## src/rtl/sha256_round_ctrl.sv

```systemverilog
// SHA-256 compression round controller.
// Sequences one 512-bit block through IDLE -> INIT -> 64 x ROUNDS -> FINAL -> DONE.
// Outputs are decoded from the next state and registered, so each strobe is
// glitch-free and lines up with the state it belongs to.
module sha256_round_ctrl #(
  parameter int PREFETCH_K = 1
) (
  input  logic       clk,
  input  logic       rst_n,
  input  logic       block_valid,
  input  logic       first_block,
  input  logic       abort,
  output logic       ready,
  output logic       init_h,
  output logic       load_work,
  output logic       round_en,
  output logic [5:0] round_idx,
  output logic [5:0] k_addr,
  output logic       w_from_block,
  output logic       update_h,
  output logic       digest_valid,
  output logic       busy
);

  typedef enum logic [2:0] {
    S_IDLE   = 3'd0,
    S_INIT   = 3'd1,
    S_ROUNDS = 3'd2,
    S_FINAL  = 3'd3,
    S_DONE   = 3'd4
  } state_e;

  state_e     state_q, state_d;
  logic [5:0] t_q, t_d;
  logic       first_q, first_d;

  logic       ready_q, ready_d;
  logic       init_h_q, init_h_d;
  logic       load_work_q, load_work_d;
  logic       round_en_q, round_en_d;
  logic [5:0] round_idx_q, round_idx_d;
  logic [5:0] k_addr_q, k_addr_d;
  logic       w_from_block_q, w_from_block_d;
  logic       update_h_q, update_h_d;
  logic       digest_valid_q, digest_valid_d;
  logic       busy_q, busy_d;

  // Next-state logic: block acceptance, round counting and abort handling.
  always_comb begin
    state_d = state_q;
    t_d     = 6'd0;
    first_d = first_q;
    case (state_q)
      S_IDLE: begin
        // abort wins over a simultaneous block_valid
        if (block_valid && !abort) begin
          state_d = S_INIT;
          first_d = first_block;
        end else begin
          state_d = S_IDLE;
        end
      end
      S_INIT: begin
        if (abort) begin
          state_d = S_IDLE;
        end else begin
          state_d = S_ROUNDS;
        end
      end
      S_ROUNDS: begin
        if (abort) begin
          state_d = S_IDLE;
        end else if (t_q == 6'd63) begin
          state_d = S_FINAL;
        end else begin
          state_d = S_ROUNDS;
          t_d     = t_q + 6'd1;
        end
      end
      S_FINAL: begin
        if (abort) begin
          state_d = S_IDLE;
        end else begin
          state_d = S_DONE;
        end
      end
      S_DONE: begin
        // a block offered here is only taken once back in IDLE
        state_d = S_IDLE;
      end
      default: begin
        state_d = S_IDLE;
        first_d = 1'b0;
      end
    endcase
  end

  // Output decode from the upcoming state so the registered strobes match it.
  always_comb begin
    ready_d        = (state_d == S_IDLE);
    busy_d         = (state_d != S_IDLE);
    init_h_d       = (state_d == S_INIT) && first_d;
    load_work_d    = (state_d == S_INIT);
    round_en_d     = (state_d == S_ROUNDS);
    round_idx_d    = t_d;
    w_from_block_d = (state_d == S_ROUNDS) && (t_d[5:4] == 2'b00);
    update_h_d     = (state_d == S_FINAL);
    digest_valid_d = (state_d == S_DONE);
    k_addr_d       = 6'd0;
    if (state_d == S_ROUNDS) begin
      // a registered K table needs the address one round early
      if (PREFETCH_K != 0) begin
        k_addr_d = t_d + 6'd1;
      end else begin
        k_addr_d = t_d;
      end
    end else begin
      k_addr_d = 6'd0;
    end
  end

  // State, round counter, first-block flag and registered outputs.
  always_ff @(posedge clk or negedge rst_n) begin
    if (!rst_n) begin
      state_q        <= S_IDLE;
      t_q            <= 6'd0;
      first_q        <= 1'b0;
      ready_q        <= 1'b1;
      busy_q         <= 1'b0;
      init_h_q       <= 1'b0;
      load_work_q    <= 1'b0;
      round_en_q     <= 1'b0;
      round_idx_q    <= 6'd0;
      k_addr_q       <= 6'd0;
      w_from_block_q <= 1'b0;
      update_h_q     <= 1'b0;
      digest_valid_q <= 1'b0;
    end else begin
      state_q        <= state_d;
      t_q            <= t_d;
      first_q        <= first_d;
      ready_q        <= ready_d;
      busy_q         <= busy_d;
      init_h_q       <= init_h_d;
      load_work_q    <= load_work_d;
      round_en_q     <= round_en_d;
      round_idx_q    <= round_idx_d;
      k_addr_q       <= k_addr_d;
      w_from_block_q <= w_from_block_d;
      update_h_q     <= update_h_d;
      digest_valid_q <= digest_valid_d;
    end
  end

  assign ready        = ready_q;
  assign busy         = busy_q;
  assign init_h       = init_h_q;
  assign load_work    = load_work_q;
  assign round_en     = round_en_q;
  assign round_idx    = round_idx_q;
  assign k_addr       = k_addr_q;
  assign w_from_block = w_from_block_q;
  assign update_h     = update_h_q;
  assign digest_valid = digest_valid_q;

endmodule

```

## config.mk

```make
export PLATFORM = sky130hd
export DESIGN_NAME = sha256_round_ctrl
export DESIGN_NICKNAME = d
export VERILOG_FILES = /design/src/rtl/sha256_round_ctrl.sv
export SDC_FILE = /design/constraint.sdc
export NUM_CORES = 1
export LEC_CHECK = 0
export CELL_PAD_IN_SITES_DETAIL_PLACEMENT = 1
export CELL_PAD_IN_SITES_GLOBAL_PLACEMENT = 1
export CORE_MARGIN = 5
export CORE_UTILIZATION = 41
export CTS_BUF_LIST = sky130_fd_sc_hd__clkbuf_8
export DETAILED_ROUTE_END_ITERATION = 10
export PLACE_DENSITY_LB_ADDON = 0.1
export SETUP_SLACK_MARGIN = 0.4
export SYNTH_ARGS = -nofsm -noshare
export SYNTH_HDL_FRONTEND = slang
export SYNTH_SLANG_ARGS = --single-unit
```

## constraint.sdc

```tcl
create_clock -name clk -period 3.3 [get_ports clk]
set_input_delay 0.495 -clock clk [delete_from_list [all_inputs] [get_ports clk]]
set_output_delay 0.495 -clock clk [all_outputs]
set_load 0.005 [all_outputs]
```

======== Word level (Yosys, flattened, before mapping) ========
Cells that the tools add are included.
word-level totals
  input bits .............................. 5
  output and inout bits ................... 20
  word-level logic and storage cells ...... 44
  register bits after elaboration ......... 24
operators by class
  $add $sub $neg .......................... 2
  reduce and logical (&&, ||, !) cells .... 9
  mux-type cells .......................... 12
  equal/unequal tests ..................... 9
operators with widths
  cell                                                              count
  6-bit 2-to-1 mux                                                  4
  6-bit by 1-bit adder with 6-bit output (second input constant)    2
  3-bit by 2-bit == test with 1-bit output (second input constant)  4
  3-bit one-hot mux with 4 select lines                             1
  3-bit by 1-bit == test with 1-bit output (second input constant)  2
  3-bit == test (second input constant)                             2
  6-bit == test (second input constant)                             1
  3-bit logical NOT                                                 2
  2-bit 2-to-1 mux                                                  2
  4-bit OR reduction                                                1
  1-bit logical AND                                                 3
  1-bit 2-to-1 mux                                                  3
  3-bit 2-to-1 mux                                                  1
  3-bit nonzero test                                                1
  2-bit logical NOT                                                 1
  1-bit one-hot mux with 2 select lines                             1
  1-bit logical NOT                                                 1

======== Depth between registers and ports, before layout ========
Gate-level depths: netlist (run 1).
  depth after elaboration ................. 6
  mapped depth ............................ 8
  depth with buffers taken out ............ 8

======== Worst setup path after synthesis (run 1) ========
OpenSTA, ideal clock, no wires.
  path type ............................... register to register
  start ................................... register state_q[0]
  end ..................................... register k_addr_q[4], in the netlist k_addr[4]
  period minus slack after synthesis ...... 1.717 ns
  required time ........................... 3.221 ns
  slack ................................... 1.583 ns
  library setup time ...................... 0.079 ns
  arrival time ............................ 1.638 ns
  path buffers ............................ 0
  cell stages (with the launch flop) ...... 8
  cells stage by stage .................... dfrtp_1 -> nor4b_4 -> o21ai_2 -> nor2_1 -> ha_1 -> nand3_1 -> nor3_1 -> xor2_1
on the way
  cells in the longest elaborated chain, start to end .. 4
  elaborated cells between the ends (all ways) .. 9
  those cells by class .................... add/sub: 1; eq/ne: 4; mux: 3; reduce/logical: 1
ends and longest elaborated chain
  item                                      RTL line  text
  from (decl)                               33        state_e state_q, state_d;
  from (signal assigned)                    139       state_q <= state_d;
  3-bit by 2-bit == test with 1-bit output  53        case (state_q)
  6-bit 2-to-1 mux                          53
  net round_idx_d[0]                        41        logic [5:0] round_idx_q, round_idx_d;
  6-bit by 1-bit adder with 6-bit output    113       k_addr_d = t_d + 6'd1;
  6-bit 2-to-1 mux                          110       if (state_d == S_ROUNDS) begin
  net k_addr_d[4]                           42        logic [5:0] k_addr_q, k_addr_d;
  to (signal assigned)                      148       k_addr_q <= k_addr_d;
  to (decl)                                 42
The timed path passes the listed nets, and every way through them passes these cells.

======== Worst setup path after layout (run 1) ========
  start ................................... input abort
  end ..................................... register k_addr_q[4], in the netlist k_addr[4]
on the way
  elaborated cells between the ends (all ways) .. 12
  those cells by class .................... add/sub: 1; eq/ne: 1; mux: 8; reduce/logical: 2
RTL lines
  item                                    RTL line  text
  from (decl)                             12        input logic abort,
  6-bit 2-to-1 mux                        71        if (abort) begin
  6-bit 2-to-1 mux                        53
  net round_idx_d[0]                      41
  6-bit by 1-bit adder with 6-bit output  113
  6-bit 2-to-1 mux                        110
  net k_addr_d[4]                         42
The timed path passes the listed nets, and every way through them passes these cells.

==> results of run 1 <==
==> placed cells by master (no fill, tap or decap), types with 2 or more instances in the layout <==
cell             instances
or2_2                    2
nand3_1                  4
and2_1                   3
clkdlybuf4s50_1         24
xnor2_1                  3
o21ai_0                  2
nor3_1                   3
nand2_1                  3
nor2_1                   7
xor2_1                   4
clkbuf_8                 3
nor2b_1                  3
and3_1                   2
dfrtp_1                 22
ha_1                     2
inv_1                    6
==> cells in the mapped netlist (2+ instances only) <==
cell / n / area [um^2]
and2_1: 3 / 18.8
and3_1: 2 / 12.5
dfrtp_1: 22 / 551
ha_1: 2 / 25.0
inv_1: 5 / 18.8
nand2_1: 3 / 11.3
nand3_1: 4 / 20.0
nor2_1: 7 / 26.3
nor2b_1: 3 / 18.8
nor3_1: 3 / 15.0
o21ai_0: 2 / 10.0
or2_2: 2 / 12.5
xnor2_1: 3 / 26.3
xor2_1: 4 / 35.0
==> registers in the layout (all words and copies together), names as in the netlist <==
signal / flops
busy: 1
digest_valid: 1
init_h: 1
k_addr: 6
load_work: 1
ready: 1
round_en: 1
round_idx: 6
state_q: 3
update_h: 1
w_from_block: 1
==> power by group through the flow <==
stage,logic [mW],clock network (mW),registers (mW)
2_1_floorplan,0.0161,0,0.302
3_3_place_gp,0.0447,0,0.302
3_5_place_dp,0.0463,0,0.302
4_1_cts,0.0464,0.175,0.297
5_1_grt,0.0505,0.193,0.298
6_report,0.0450,0.169,0.297
==> worst min path at each step <==
stage | from | end | depth (start not counted)
floorplan | rst_n | busy | 0
global placement | state_q[2] | state_q[1] | 1
detailed placement | state_q[2] | state_q[1] | 1
CTS | state_q[2] | state_q[1] | 1
global route | state_q[2] | state_q[1] | 1
finish | state_q[2] | state_q[1] | 1
==> cell type report <==
cell class | instances | share of cell area, %
flip-flops and latches | 23 | 45.6
multi-input cells | 51 | 27.7
clock inverters | 1 | 0.296
clock buffers | 3 | 3.26
repair buffers | 24 | 19.0
inverters | 5 | 1.48
well taps | 28 | 2.77
==> through the flow <==
step | total power [mW] | setup WS [ps] | util (%) | instance area, um^2
2_1_floorplan | 0.318 | 1580 | - | 946
3_3_place_gp | 0.347 | 990 | 55.2 | 1220
3_5_place_dp | 0.349 | 783 | 55.2 | 1220
4_1_cts | 0.518 | 1070 | 57.2 | 1270
5_1_grt | 0.542 | 933 | 57.2 | 1270
6_report | 0.511 | 1070 | 57.2 | 1270
==> metal layers <==
metal,wire length (um),vias up
met3,95,4
met4,48,0
met2,1180,16
met5,0,-
li1,-,319
met1,860,340
==> kinds of logic (layout without fill, tap and decap cells) <==
logic type | Yosys count | after routing | synth area share, %
and+or+nand+nor | 35 | 35 | 22.9
DFF | 23 | 23 | 61.0
AOI/OAI and AO/OA | 7 | 7 | 5.03
xor gates and xnor gates | 7 | 7 | 6.48
buffers and inverters | 5 | 33 | 1.98
adders and majority gates | 2 | 2 | 2.65
==> out/metrics.csv, run 1 <==
stage;metric;value;unit
power;peakVddDrop;0.224;mV
clock_network;clk_latency;260;ps
detailed_routing;ant_nets;0;
setup_path;crit_family;simple AND/OR/NAND/NOR gates;
global_routing;grt_first_pass_wirelength;3.85;mm
yosys;async_flop_share;100;%
layout;drive_above_1_share;11.2;%
sta;final_hold_viol_count;0;
sta;maxSlewViolCount;0;
detailed_routing;vias_per_cell;5.03;
global_routing;grt_max_degree;24;
placement;hpwl;1.69;mm
detailed_routing;vias;679;
yosys;synth-edff-count;0;
die;start_util;42.8;%
layout;area_delta_synth_final;33.9;%
power;combPwrFrac;8.8;%
setup_path;reg2reg_to;k_addr[4];
global_routing;grt_usage;15.8;%
clock_network;cts.htree.levels;1;
setup_path;cpPeakStageDelay;480;ps
die;row_count;17;
outcome;status;finished clean;
yosys;synth.avg_cell_area;12.0;um^2
detailed_routing;drtIter0Drc;6;
sta;holdWs;522;ps
power;internal-power;0.398;mW
yosys;synth_seq_cells;23;
clock_network;cts.sinks;23;
yosys;synth.net_count;86;
global_routing;grt_use_met3;3.79;%
clock_network;cts_tree;done;
layout;fillerInstances;244;
setup_path;critPathMaxFanout;5;
sta;rsz0062_at_grt;false;
yosys;ys_types;28;
setup_path;path_cells;clkdlybuf4s50_1 -> nor4b_4 -> o21ai_2 -> nor2_1 -> ha_1 -> nand3_1 -> nor3_1 -> xor2_1;
setup_path;path_class;primary input to flop;
sta;setup-violations-final;0;
yosys;syn-cell-area;946;um^2
sta;slew_headroom;32.1;%
setup_path;setup.worst_path.start;abort;
clock_network;post-cts-setup-buffers;0;
die;die-area;0.00337;mm^2
setup_path;rr_worst_depth;7;
placement;dp_cells;131;
setup_path;cp-start-kind;primary input;
power;p_leak;0.581;nW
placement;place_congestion;0.775;
setup_path;worstSetupEndpoint;k_addr[4];
detailed_routing;drcViolationCount;0;
layout;final_cells;135;
detailed_routing;wl;2.18;mm
power;p_seq_share;58.0;%
setup_path;required;3490;ps
clock_network;clkSlewWorstSetupHoldPaths;80;ps
setup_path;critPathBufInv;1;
yosys;syn_inst;79;
clock_network;hold_buffers;0;
power;p_sw;0.113;mW
layout;fin_nets;115;
die;core;0.00221;mm^2
yosys;synth-seq-area-share;61.0;%
power;swShare;22.1;%
job;maxCapViolCount;0;
clock_network;cts.root.buffer_cell;clkbuf_8;
global_routing;overflow;0;
setup_path;ff2ff_setup_slack;1260;ps
die;pin_count;25;
setup_path;crit_arrival;2420;ps
layout;diodes;0;
layout;multi_input_area;350;um^2
power;clkPwrFrac;33.2;%
sta;fin_crit;2230;ps
yosys;synthFlopType;dfrtp_1;
setup_path;crit_cells;8;
sta;finalCritPeriodShare;67.6;%
placement;io_buffers;24;
clock_network;numCtsBuffers;3;
yosys;yosysWarningCount;0;
layout;regArea;577;um^2
detailed_routing;wl_per_cell;16.1;um
clock_network;clk_path_buf_depth;2;
sta;worstMarginPinSlew;1010;ps
global_routing;first_global_vias;778;
global_routing;grtUsageMet1;17.3;%
die;die_w;58.0;um
min_path;hold_class;flop to flop;
setup_path;crit_slowest_cell;clkdlybuf4s50_1;
global_routing;grt_busiest_layer;met2;
detailed_routing;firstDrtPassIters;4;
sta;max_freq;448;MHz
setup_path;r2r_start;state_q[0];
setup_path;endpoint_kind;flop;
sta;setup_tns;0;ps
sta;fin_skew;1.87;ps
global_routing;grtUsageMet2;26.9;%
clock_network;cts_resized;0;
die;die_h;58.0;um
power;powerDensity;404;mW/mm^2
global_routing;antenna_found_initial;0;
(Power assumes the default switching activity.)
==> run 2: changes to the inputs <==
--- a/config.mk
+++ b/config.mk
@@ -8,7 +8,7 @@
 export CELL_PAD_IN_SITES_DETAIL_PLACEMENT = 1
 export CELL_PAD_IN_SITES_GLOBAL_PLACEMENT = 1
 export CORE_MARGIN = 5
-export CORE_UTILIZATION = 41
+export CORE_UTILIZATION = 38
 export CTS_BUF_LIST = sky130_fd_sc_hd__clkbuf_8
 export DETAILED_ROUTE_END_ITERATION = 10
 export PLACE_DENSITY_LB_ADDON = 0.1
==> constraint.sdc (replaced) <==
create_clock -name clk -period 2.06 [get_ports clk]
set_input_delay 0.309 -clock clk [delete_from_list [all_inputs] [get_ports clk]]
set_output_delay 0.309 -clock clk [all_outputs]
set_load 0.005 [all_outputs]
==> out/metrics.csv, run 2 (same netlist as run 1, synthesis figures left out) <==
stage;metric;value;unit
layout;area_delta_synth_final;52.6;%
layout;drive_above_1_share;28.9;%
setup_path;path_cells;nor4b_4 -> o21ai_4 -> nor2_2 -> ha_2 -> nand3_1 -> nor3_2 -> xor2_1;
placement;io_buffers;24;
detailed_routing;vias_per_cell;4.80;
setup_path;cp-start-kind;flop;
clock_network;cts_tree;done;
die;die-area;0.00359;mm^2
sta;finalCritPeriodShare;80.9;%
die;die_h;59.9;um
global_routing;first_global_vias;723;
placement;hpwl;1.51;mm
detailed_routing;ant_nets;0;
clock_network;clk_latency;260;ps
clock_network;cts.root.buffer_cell;clkbuf_8;
clock_network;numCtsBuffers;3;
job;maxCapViolCount;0;
layout;final_cell_mix;clkdlybuf4s50_1, dfrtp_1, buf_4, inv_1, nor2_1;
detailed_routing;wl;2.40;mm
global_routing;grt_first_pass_wirelength;3.45;mm
die;core;0.00243;mm^2
detailed_routing;drtIter0Drc;4;
placement;dp_slack;-85.3;ps
setup_path;critPathMaxFanout;3;
layout;multi_input_area;409;um^2
detailed_routing;vias;725;
setup_path;path_class;flop to flop;
sta;slew_headroom;72.8;%
sta;setup_tns;0;ps
power;powerDensity;575;mW/mm^2
global_routing;antenna_found_initial;0;
die;row_count;18;
setup_path;r2r_start;state_q[2];
die;start_util;38.9;%
sta;max_freq;600;MHz
clock_network;cts.htree.levels;1;
detailed_routing;firstDrtPassIters;3;
clock_network;clkSlewWorstSetupHoldPaths;80;ps
die;die_w;59.9;um
sta;fin_skew;2.54;ps
detailed_routing;drcViolationCount;0;
global_routing;grt_max_degree;24;
layout;diodes;0;
power;peakVddDrop;0.389;mV
global_routing;overflow;0;
layout;regArea;579;um^2
sta;final_hold_viol_count;0;
setup_path;critPathBufInv;0;
layout;utilization;59.4;%
power;p_leak;0.668;nW
layout;fin_nets;129;
detailed_routing;wl_per_cell;15.9;um
sta;maxSlewViolCount;0;
sta;worstMarginPinSlew;405;ps
sta;setup-violations-final;0;
layout;final_common_cell;clkdlybuf4s50_1;
setup_path;crit_family;simple AND/OR/NAND/NOR gates;
setup_path;crit_arrival;1850;ps
setup_path;ff2ff_setup_slack;390;ps
outcome;status;finished clean;
setup_path;required;2240;ps
setup_path;endpoint_kind;flop;
clock_network;clk_path_buf_depth;2;
global_routing;grt_usage;13.1;%
sta;holdWs;406;ps
min_path;hold_class;primary input to asynchronous set/reset pin;
setup_path;setup.worst_path.start;state_q[2];
power;power;0.830;mW
die;pin_count;25;
placement;place_congestion;0.707;
setup_path;crit_slowest_cell;dfrtp_1;
sta;fin_crit;1670;ps
sta;finalWorstSetupSlack;394;ps
layout;fillerInstances;261;
setup_path;cpPeakStageDelay;420;ps
sta;rsz0062_at_grt;true;
clock_network;cts.sinks;23;
## run 2: power breakdown
| part | internal (mW) | total [mW] | leakage (nW) | switching, mW |
|---|---|---|---|---|
| clock network | 0.133 | 0.266 | 0.0269 | 0.133 |
| logic | 0.0493 | 0.0888 | 0.332 | 0.0395 |
| registers | 0.466 | 0.475 | 0.309 | 0.00929 |
## run 2: metrics by stage
stage	area, um^2	std cells
2_1_floorplan	948	79
3_3_place_gp	1280	140
3_5_place_dp	1280	140
4_1_cts	1360	146
5_1_grt	1440	151
6_report	1440	151
## run 2: repair_timing
action                                  4_1_cts  5_1_grt
setup buffers                                 2        5
pin swaps                                     3        4
endpoints found under the setup margin        4        5
resized for setup                             5       11
hold buffers                                  0        0
## run 2: final cells by class
| class | count | share of cell area, % |
|---|---|---|
| Clock inverter | 1 | 0.260 |
| Sequential cell | 23 | 40.1 |
| Multi-Input combinational cell | 51 | 28.3 |
| Timing Repair Buffer | 38 | 24.5 |
| Inverter | 5 | 1.30 |
| Clock buffer | 3 | 2.86 |
| Tap cell | 30 | 2.60 |
## run 2: per-layer routing
layer,GRT usage [%],vias up,share of wire (%)
met5,0,-,0
met4,5.70,0,1.3
met3,2.59,2,4.1
met2,21.0,16,52
met1,17.1,363,43
li1,-,344,-
## run 2: worst paths after layout
kind	to	cells after the start
max reg2reg	k_addr[4]	7
min in group clk	state_q[1]	2
min reg2reg	state_q[1]	1
min	load_work	2
max in group asynchronous	ready	2
max	k_addr[4]	7
